**config.mk**
```make
export PLATFORM = sky130hd
export DESIGN_NAME = blob_centroid_accumulator
export DESIGN_NICKNAME = d
export VERILOG_FILES = /design/src/rtl/blob_pkg.sv /design/src/rtl/serial_divider.sv /design/src/rtl/blob_centroid_accumulator.sv
export SDC_FILE = /design/constraint.sdc
export NUM_CORES = 1
export LEC_CHECK = 0
export ABC_AREA = 1
export BUFFER_PORTS_ARGS = -buffer_cell sky130_fd_sc_hd__buf_2
export CAP_MARGIN = 20
export CORE_ASPECT_RATIO = 0.75
export CORE_MARGIN = 2
export CORE_UTILIZATION = 40
export DETAILED_ROUTE_END_ITERATION = 16
export SYNTH_ARGS = -nofsm -noshare
export SYNTH_HDL_FRONTEND = slang
export SYNTH_HIERARCHICAL = 1
export SYNTH_SLANG_ARGS = --single-unit
```
**constraint.sdc**
```tcl
create_clock -name clk_in -period 4.3 [get_ports clk_in]
set_clock_uncertainty 0.05 [all_clocks]
set_input_delay 0.43 -clock clk_in [delete_from_list [all_inputs] [get_ports clk_in]]
set_output_delay 0.43 -clock clk_in [all_outputs]
set_load 0.05 [all_outputs]
```
**src/rtl/blob_pkg.sv**
```systemverilog
// Shared types and constants for the blob centroid accumulator and its divider.
// The mask is a 48x64 binary image addressed row-major as y*48+x.
package blob_pkg;

    localparam int MASK_W      = 48;
    localparam int MASK_H      = 64;
    localparam int MASK_PIXELS = MASK_W * MASK_H;

    typedef logic [5:0]  coord_x_t;
    typedef logic [6:0]  coord_y_t;
    typedef logic [11:0] addr_t;
    typedef logic [11:0] count_t;
    typedef logic [17:0] sum_t;

    typedef enum logic [2:0] {
        IDLE   = 3'd0,
        FETCH  = 3'd1,
        WAIT   = 3'd2,
        ACCUM  = 3'd3,
        SETTLE = 3'd4,
        DIVIDE = 3'd5,
        DONE   = 3'd6
    } blob_state_t;

    typedef struct packed {
        blob_state_t state;
        logic [1:0]  div_busy;
        sum_t        quo_x;
        sum_t        quo_y;
        count_t      rem_x;
        count_t      rem_y;
    } blob_dbg_t;

    function automatic addr_t pix_addr(input coord_x_t x, input coord_y_t y);
        return addr_t'(y) * addr_t'(MASK_W) + addr_t'(x);
    endfunction

endpackage

```
**src/rtl/serial_divider.sv**
```systemverilog
// Restoring divider, one quotient bit per cycle: 18-bit dividend by 12-bit divisor.
// start is accepted only when idle; done pulses for one cycle with quotient/remainder stable.
module serial_divider
    import blob_pkg::*;
(
    input  logic   clk_in,
    input  logic   rst_n_in,
    input  logic   start,
    input  sum_t   dividend,
    input  count_t divisor,
    output logic   busy,
    output logic   done,
    output sum_t   quotient,
    output count_t remainder
);

    logic [4:0]  bit_cnt;
    logic [12:0] trial;

    // Partial remainder shifted left with the next dividend bit brought in.
    assign trial = {remainder, quotient[17]};

    always_ff @(posedge clk_in or negedge rst_n_in) begin
        if (!rst_n_in) begin
            busy      <= 1'b0;
            done      <= 1'b0;
            quotient  <= '0;
            remainder <= '0;
            bit_cnt   <= '0;
        end else begin
            done <= 1'b0;
            if (start && !busy) begin
                busy      <= 1'b1;
                quotient  <= dividend;
                remainder <= '0;
                bit_cnt   <= 5'd18;
            end else if (busy) begin
                if (trial >= {1'b0, divisor}) begin
                    remainder <= count_t'(trial - {1'b0, divisor});
                    quotient  <= {quotient[16:0], 1'b1};
                end else begin
                    remainder <= trial[11:0];
                    quotient  <= {quotient[16:0], 1'b0};
                end
                bit_cnt <= bit_cnt - 5'd1;
                if (bit_cnt == 5'd1) begin
                    busy <= 1'b0;
                    done <= 1'b1;
                end
            end
        end
    end

endmodule

```
**src/rtl/blob_centroid_accumulator.sv**
```systemverilog
// Walks the 48x64 mask via the scan sequencer, accumulating count, coordinate sums
// and bounding box; at frame end divides the sums to report the blob centroid.
module blob_centroid_accumulator
    import blob_pkg::*;
#(
    parameter int BRAM_LAT  = 2,
    parameter int MIN_COUNT = 16
) (
    input  logic        clk_in,
    input  logic        rst_n_in,
    input  logic        blob_trigger_in,
    input  logic [5:0]  x_in,
    input  logic [6:0]  y_in,
    input  logic        frame_end_in,
    input  logic        mask_data_in,
    output logic [11:0] mask_addr_out,
    output logic        new_pixel_out,
    output logic [11:0] pixel_count_out,
    output logic [5:0]  centroid_x_out,
    output logic [6:0]  centroid_y_out,
    output logic [5:0]  bbox_x_min_out,
    output logic [5:0]  bbox_x_max_out,
    output logic [6:0]  bbox_y_min_out,
    output logic [6:0]  bbox_y_max_out,
    output logic        blob_found_out,
    output logic        result_valid_out,
    output blob_dbg_t   dbg
);

    localparam count_t     COUNT_MIN = count_t'(MIN_COUNT);
    localparam logic [3:0] WAIT_LAST = 4'(BRAM_LAT - 1);

    blob_state_t state;
    coord_x_t    x_q, x_min_q, x_max_q;
    coord_y_t    y_q, y_min_q, y_max_q;
    count_t      count_q;
    sum_t        sum_x_q, sum_y_q;
    logic [3:0]  wait_cnt;
    logic        div_start, div_go;

    sum_t   quo_x, quo_y;
    count_t rem_x, rem_y;
    logic   div_x_busy, div_y_busy, div_x_done, div_y_done;

    serial_divider u_div_x (
        .clk_in    (clk_in),
        .rst_n_in  (rst_n_in),
        .start     (div_start),
        .dividend  (sum_x_q),
        .divisor   (count_q),
        .busy      (div_x_busy),
        .done      (div_x_done),
        .quotient  (quo_x),
        .remainder (rem_x)
    );

    serial_divider u_div_y (
        .clk_in    (clk_in),
        .rst_n_in  (rst_n_in),
        .start     (div_start),
        .dividend  (sum_y_q),
        .divisor   (count_q),
        .busy      (div_y_busy),
        .done      (div_y_done),
        .quotient  (quo_y),
        .remainder (rem_y)
    );

    assign dbg = '{state: state, div_busy: {div_y_busy, div_x_busy},
                   quo_x: quo_x, quo_y: quo_y, rem_x: rem_x, rem_y: rem_y};

    always_ff @(posedge clk_in or negedge rst_n_in) begin
        if (!rst_n_in) begin
            state            <= IDLE;
            x_q              <= '0;
            y_q              <= '0;
            x_min_q          <= '0;
            x_max_q          <= '0;
            y_min_q          <= '0;
            y_max_q          <= '0;
            count_q          <= '0;
            sum_x_q          <= '0;
            sum_y_q          <= '0;
            wait_cnt         <= '0;
            div_start        <= 1'b0;
            div_go           <= 1'b0;
            mask_addr_out    <= '0;
            new_pixel_out    <= 1'b0;
            pixel_count_out  <= '0;
            centroid_x_out   <= '0;
            centroid_y_out   <= '0;
            bbox_x_min_out   <= '0;
            bbox_x_max_out   <= '0;
            bbox_y_min_out   <= '0;
            bbox_y_max_out   <= '0;
            blob_found_out   <= 1'b0;
            result_valid_out <= 1'b0;
        end else begin
            new_pixel_out    <= 1'b0;
            result_valid_out <= 1'b0;
            div_start        <= 1'b0;
            case (state)
                IDLE: begin
                    if (blob_trigger_in) begin
                        count_q <= '0;
                        sum_x_q <= '0;
                        sum_y_q <= '0;
                        x_min_q <= coord_x_t'(MASK_W - 1);
                        y_min_q <= coord_y_t'(MASK_H - 1);
                        x_max_q <= '0;
                        y_max_q <= '0;
                        state   <= FETCH;
                    end
                end
                FETCH: begin
                    x_q           <= x_in;
                    y_q           <= y_in;
                    mask_addr_out <= pix_addr(x_in, y_in);
                    wait_cnt      <= '0;
                    state         <= WAIT;
                end
                WAIT: begin
                    // Request is raised on entry to ACCUM so the sequencer
                    // advances at the end of ACCUM and is stable in SETTLE.
                    if (wait_cnt == WAIT_LAST) begin
                        new_pixel_out <= 1'b1;
                        state         <= ACCUM;
                    end else begin
                        wait_cnt <= wait_cnt + 4'd1;
                    end
                end
                ACCUM: begin
                    if (mask_data_in) begin
                        count_q <= count_q + 12'd1;
                        sum_x_q <= sum_x_q + sum_t'(x_q);
                        sum_y_q <= sum_y_q + sum_t'(y_q);
                        if (x_q < x_min_q) x_min_q <= x_q;
                        if (x_q > x_max_q) x_max_q <= x_q;
                        if (y_q < y_min_q) y_min_q <= y_q;
                        if (y_q > y_max_q) y_max_q <= y_q;
                    end
                    state <= SETTLE;
                end
                SETTLE: begin
                    state <= frame_end_in ? DIVIDE : FETCH;
                end
                DIVIDE: begin
                    if (count_q < COUNT_MIN) begin
                        state <= DONE;
                    end else if (!div_go) begin
                        div_start <= 1'b1;
                        div_go    <= 1'b1;
                    end else if (div_x_done && div_y_done) begin
                        state <= DONE;
                    end
                end
                DONE: begin
                    pixel_count_out  <= count_q;
                    result_valid_out <= 1'b1;
                    div_go           <= 1'b0;
                    if (count_q >= COUNT_MIN) begin
                        centroid_x_out <= quo_x[5:0];
                        centroid_y_out <= quo_y[6:0];
                        bbox_x_min_out <= x_min_q;
                        bbox_x_max_out <= x_max_q;
                        bbox_y_min_out <= y_min_q;
                        bbox_y_max_out <= y_max_q;
                        blob_found_out <= 1'b1;
                    end else begin
                        centroid_x_out <= '0;
                        centroid_y_out <= '0;
                        bbox_x_min_out <= '0;
                        bbox_x_max_out <= '0;
                        bbox_y_min_out <= '0;
                        bbox_y_max_out <= '0;
                        blob_found_out <= 1'b0;
                    end
                    state <= IDLE;
                end
                default: state <= IDLE;
            endcase
        end
    end

endmodule

```
==> results of run 1 <==
placed cells by master, fill, tap and decap left out, drive strengths merged, types with 10 or more instances in the layout:
cell / instances
inv: 244
clkbuf: 40
o221ai: 14
nor3: 35
a22oi: 10
nand3: 123
nand3b: 12
ha: 77
buf: 163
nand2: 586
o21ai: 93
xnor2: 10
o211ai: 11
dfrtp: 232
nor2: 105
a21oi: 51
nand4: 44
final timing paths:
check / start / end / slack [ns]
max in group asynchronous: rst_n_in / u_div_y/quotient[0] / 2.67
min reg2reg: div_go / div_start / 0.40
min in group asynchronous: rst_n_in / mask_addr_out[2] / 0.49
max: state[2] / bbox_y_max_out[4] / 1.59
max reg2reg: state[2] / bbox_y_max_out[4] / 1.59
min: x_in[2] / mask_addr_out[2] / 0.04
flip-flops by register name, indices dropped and copies added, names as in the netlist, 18 cells and up:
| register | cells |
|---|---|
| sum_x_q | 18 |
| sum_y_q | 18 |
| u_div_x/quotient | 18 |
| u_div_y/quotient | 18 |
per-layer routing:
layer / wire (um) / vias up / global-route usage (%)
met5: 0 / - / 0
met4: 771 / 0 / 5.08
met3: 2140 / 44 / 2.98
met2: 16200 / 323 / 33.8
met1: 19000 / 5611 / 32.8
li1: - / 5887 / -
area by class of cell:
type	instances	area, um^2
clock buffers	40	795
inverters	245	920
multi-input cells	1214	6300
repair buffers	164	886
well taps	442	553
fillers	3239	17300
clock inverters	7	68.8
flip-flops and latches	232	5810
stage by stage:
stage / hold WS [ns] / power (uW)
final: 0.0446 / 12400
after global routing: 0.0600 / 13300
after CTS: 0.0176 / 12400
after detailed placement: 0.397 / 10100
after global placement: 0.387 / 10000
after floorplan: 0.0844 / 8440
worst reg2reg max path, delay by kind of cell, from the launching register on:
family,cells,cell delay [ns]
flip-flops,1,0.50
buffers and inverters,1,0.34
AND/OR/NAND/NOR,3,1.28
AO/OA/AOI/OAI,1,0.43
power groups by stage:
stage,clock (uW),sequential [uW],combinational (uW)
5_1_grt,2390,3670,7280
3_5_place_dp,0,3600,6490
3_3_place_gp,0,3600,6400
6_report,2250,3570,6530
4_1_cts,2310,3580,6520
2_1_floorplan,0,4700,3740
kinds of logic after synthesis:
family	Yosys count	synth area share, %
XOR/XNOR	18	1.18
AND/OR/NAND/NOR	909	29.0
adder cells (fa/ha/maj)	83	8.14
flip-flops	232	43.6
buffers and inverters	299	9.03
AO/OA/AOI/OAI	204	8.99
==> results_dict.tcl, run 1 <==
set metrics [dict create \
    cap_violations 0 \
    placed_cells 2296 \
    powerDensity_mw_per_mm2 806 \
    rr_worst_depth 5 \
    drive_above_1_share_pct 12.4 \
    syn_inst 1745 \
    diodes 0 \
    finalSetupViolCount 0 \
    clk_pin_slew_worst_paths_ns 0.06 \
    worstSetupEndpointType "register" \
    die_area_mm2 0.0348 \
    p_comb_share_pct 52.9 \
    clock_sinks 232 \
    synth_top_cell_by_area "dfrtp_1" \
    pre_cts_slack_ns 1.63 \
    synth_area_mm2 0.0133 \
    antenna_found_initial 0 \
    ant_nets 0 \
    grt_pass1_wl_mm 61.7 \
    grt_pass1_vias 11336 \
    synthTopCellsByArea "dfrtp_1 (44%), nand2_1 (16%), ha_1 (7.2%), inv_1 (6.6%), nand3_1 (4.5%)" \
    setup_tns_ns 0 \
    power_leakage_uw 0.00814 \
    synthTopCellsByCount "nand2_1 (577), inv_1 (235), dfrtp_1 (232)" \
    drc 0 \
    postCtsHoldBufs 1 \
    wl_mm 38.1 \
    grt_max_degree 105 \
    cts_tree "yes" \
    worstMarginPinSlew_ns 0.870 \
    slew_viol_final 0 \
    path_max_fanout 26 \
    min_path_type "primary input to register" \
    stdcell_area_mm2 0.0153 \
    cts_buffer_depth 3 \
    critPathTopFamily "simple AND/OR/NAND/NOR gates" \
    crit_slowest_cell "nor2_2" \
    clk_latency_ns 0.54 \
    htreeDepth 1 \
    worstSetupStartpointType "register" \
    critPathRequiredTime_ns 4.67 \
    die_w_um 215 \
    wl_per_cell_um 16.3 \
    ir_worst_vdd_v 0.000426 \
    grt.total_usage_pct 22.0 \
    stdcell_count 2344 \
    crit_top_cell "nand2_1" \
    timing.final.crit_share_pct 63.0 \
    slowest_delay_ns 0.59 \
    seqPwrFrac_pct 28.9 \
    cp.buffers_inverters 1 \
    switching_share_pct 50.8 \
    pin_count 149 \
    area_growth_syn_to_layout_pct 15.2 \
    root_buffer "clkbuf_16" \
    power_frac_clock_pct 18.2 \
    post-route-util_pct 47.0 \
    vias 11865 \
    synth_nets 1846 \
    hold_depth 3 \
    die_y_um 162 \
    outcome "finished clean" \
    core_area_mm2 0.0326 \
    grt_setup_unrepaired "false" \
    fmax_ghz 0.369 \
    overflow 0 \
    fin_crit_ns 2.71 \
    port_buffers 148 \
    cp_data_arrival_time_ns 3.08 \
    drtIter0Drc 983 \
    start_util_pct 40.8 \
    dp_hpwl_mm 27.9 \
    cellInternalPower_uw 6080 \
    synth_flop_cell "dfrtp_1" \
    crit_type "register to register" \
    numCtsBuffers 27 \
    rows 57 \
    final.setup.worst_slack_ns 1.59 \
    synthArstFlopShare_pct 100 \
    post-cts-setup-buffers 0 \
    hold_violations 0 \
    fin_nets 1985 \
    cp_num_cells 5 \
    drt-vias-per-instance 5.06 \
    timing.slew.headroom_pct 41.8 \
    gp_congestion 0.931 \
    ys_seq_area_share_pct 43.6 \
    place_area_mm2 0.0145 \
    ys_seq_elements 232 \
    avgSynthCellArea_um2 7.62 \
    yosysWarnings 6 \
    post-synth-top-count-cell "nand2_1" \
    synth_edf_count 0 \
    netlist-cell-type-count 44 \
    first_pass_iters 5 \
    yosysTopAreaCellShare_pct 43.6 \
    post_cts_resized 0 \
    path_cells "nand2_1 > nor2_2 > buf_4 > nand2_1 > o21ai_0" \
    switching_power_uw 6280 \
]
Note: power is estimated with default switching activity, not from simulation.
==> inputs of run 2 (changes only) <==
==> constraint.sdc (replaced) <==
create_clock -name clk_in -period 2.4 [get_ports clk_in]
set_clock_uncertainty 0.05 [all_clocks]
set_input_delay 0.24 -clock clk_in [delete_from_list [all_inputs] [get_ports clk_in]]
set_output_delay 0.24 -clock clk_in [all_outputs]
set_load 0.05 [all_outputs]
==> results_dict.tcl, run 2 (synthesized netlist as in run 1, its figures left out) <==
set metrics [dict create \
    overflow 0 \
    wl_per_cell_um 16.1 \
    worstSetupEndpointType "register" \
    final.setup.worst_slack_ns 0.234 \
    root_buffer "clkbuf_16" \
    final_cell_mix "nand2_1 (577), inv_1 (235), dfrtp_1 (232)" \
    grt_setup_unrepaired "false" \
    drt-vias-per-instance 4.98 \
    power_leakage_uw 0.00830 \
    wl_mm 38.4 \
    outcome "finished clean" \
    slew_viol_final 0 \
    fin_nets 2023 \
    path_max_fanout 8 \
    clock_sinks 232 \
    rows 57 \
    final_common_cell "nand2_1" \
    antenna_found_initial 0 \
    cp-startpoint "count_q[2]" \
    min_path_type "primary input to register" \
    grt.total_usage_pct 22.7 \
    fillers 3250 \
    drc 0 \
    holdPathEnd "state[1]" \
    die_w_um 215 \
    finalSetupViolCount 0 \
    critPathRequiredTime_ns 2.85 \
    pin_count 149 \
    diodes 0 \
    first_pass_iters 5 \
    r2r_slack_ns 0.23 \
    area_growth_syn_to_layout_pct 17.5 \
    rr_worst_depth 12 \
    die_y_um 162 \
    numCtsBuffers 26 \
    pre_cts_slack_ns 0.227 \
    drive_above_1_share_pct 13.3 \
    hold_depth 5 \
    fin_crit_ns 2.17 \
    grt_max_degree 61 \
    clk_latency_ns 0.56 \
    ir_worst_vdd_v 0.000621 \
    crit_type "register to register" \
    ant_nets 0 \
    timing.slew.headroom_pct 64.2 \
    cp_data_arrival_time_ns 2.61 \
    worstMarginPinSlew_ns 0.533 \
    setup_tns_ns 0 \
    grt_pass1_vias 11649 \
    die_area_mm2 0.0348 \
    drtIter0Drc 850 \
    cts_tree "yes" \
    timing.final.crit_share_pct 90.3 \
    dp_hpwl_mm 28.6 \
    grt_pass1_wl_mm 63.4 \
    rr_startpoint "count_q[2]" \
    cts_buffer_depth 3 \
    holdWs_ns 0.102 \
    reg2reg_to "u_div_y/remainder[9]" \
    hold_violations 0 \
    hp-start "blob_trigger_in" \
    start_util_pct 40.8 \
    port_buffers 148 \
    p_total_uw 22200 \
    clk_pin_slew_worst_paths_ns 0.06 \
    vias 11855 \
    core_area_mm2 0.0326 \
    cap_violations 0 \
    htreeDepth 1 \
    fmax_ghz 0.462 \
    worstSetupStartpointType "register" \
    powerDensity_mw_per_mm2 1420 \
    gp_congestion 0.910 \
]
[run 2: how the worst max path moves through the flow]
| stage | end | slack [ns] | cells after the start |
|---|---|---|---|
| 6_report | u_div_y/remainder[9] | 0.23 | 12 |
| 5_1_grt | u_div_y/remainder[6] | 0.07 | 12 |
| 4_1_cts | u_div_x/remainder[10] | 0.19 | 12 |
| 3_3_place_gp | u_div_x/remainder[10] | 0.27 | 12 |
| 3_5_place_dp | u_div_x/remainder[11] | 0.23 | 12 |
| 2_1_floorplan | u_div_x/remainder[8] | 0.28 | 13 |
[run 2: through the flow]
stage	utilization, %	cell area [um^2]	instances
2_1_floorplan	-	13300	1745
3_3_place_gp	45.1	14700	2321
3_5_place_dp	45.1	14700	2321
4_1_cts	48.0	15600	2382
5_1_grt	48.0	15600	2382
6_report	48.0	15600	2382
[run 2: timing repair]
item | CTS | global route
resized for setup | 0 | 1
hold buffers | 15 | 0
setup buffers | 0 | 0
endpoints found under the hold margin | 90 | 0
endpoints found under the setup margin | 0 | 2
[run 2: area by class of cell]
class                           count  area (um^2)  area share (%)
Inverter                          245          920            5.88
Multi-Input combinational cell   1214         6310            40.3
Clock buffer                       36          708            4.53
Sequential cell                   232         5810            37.1
Timing Repair Buffer              203         1280            8.16
Clock inverter                     10         67.6           0.432
Tap cell                          442          553            3.54
[run 2: layer usage]
metal	global-route usage [%]	share of wire, %	vias to the layer above
met3	3.71	5.0	44
li1	-	-	5978
met5	0	0	-
met1	34.1	51	5543
met2	34.2	42	290
met4	5.15	1.9	0
[run 2: report_power, final]
part	internal [uW]	switching [uW]	total, uW
Sequential	5130	1210	6330
Combinational	3620	8500	12100
Clock	2060	1660	3730
Total	10800	11400	22200
[run 2: worst max-delay path: stages (launching register included)]
cell and delay (ns):
dfrtp_1 0.43, inv_1 0.12, ha_1 0.40, nand2_1 0.12, nand2_1 0.06, nand2_1 0.09
nand3_2 0.12, nand2_2 0.09, nand3_2 0.19, buf_4 0.23, nand2_1 0.07, nand3_1 0.07
nand2_1 0.07
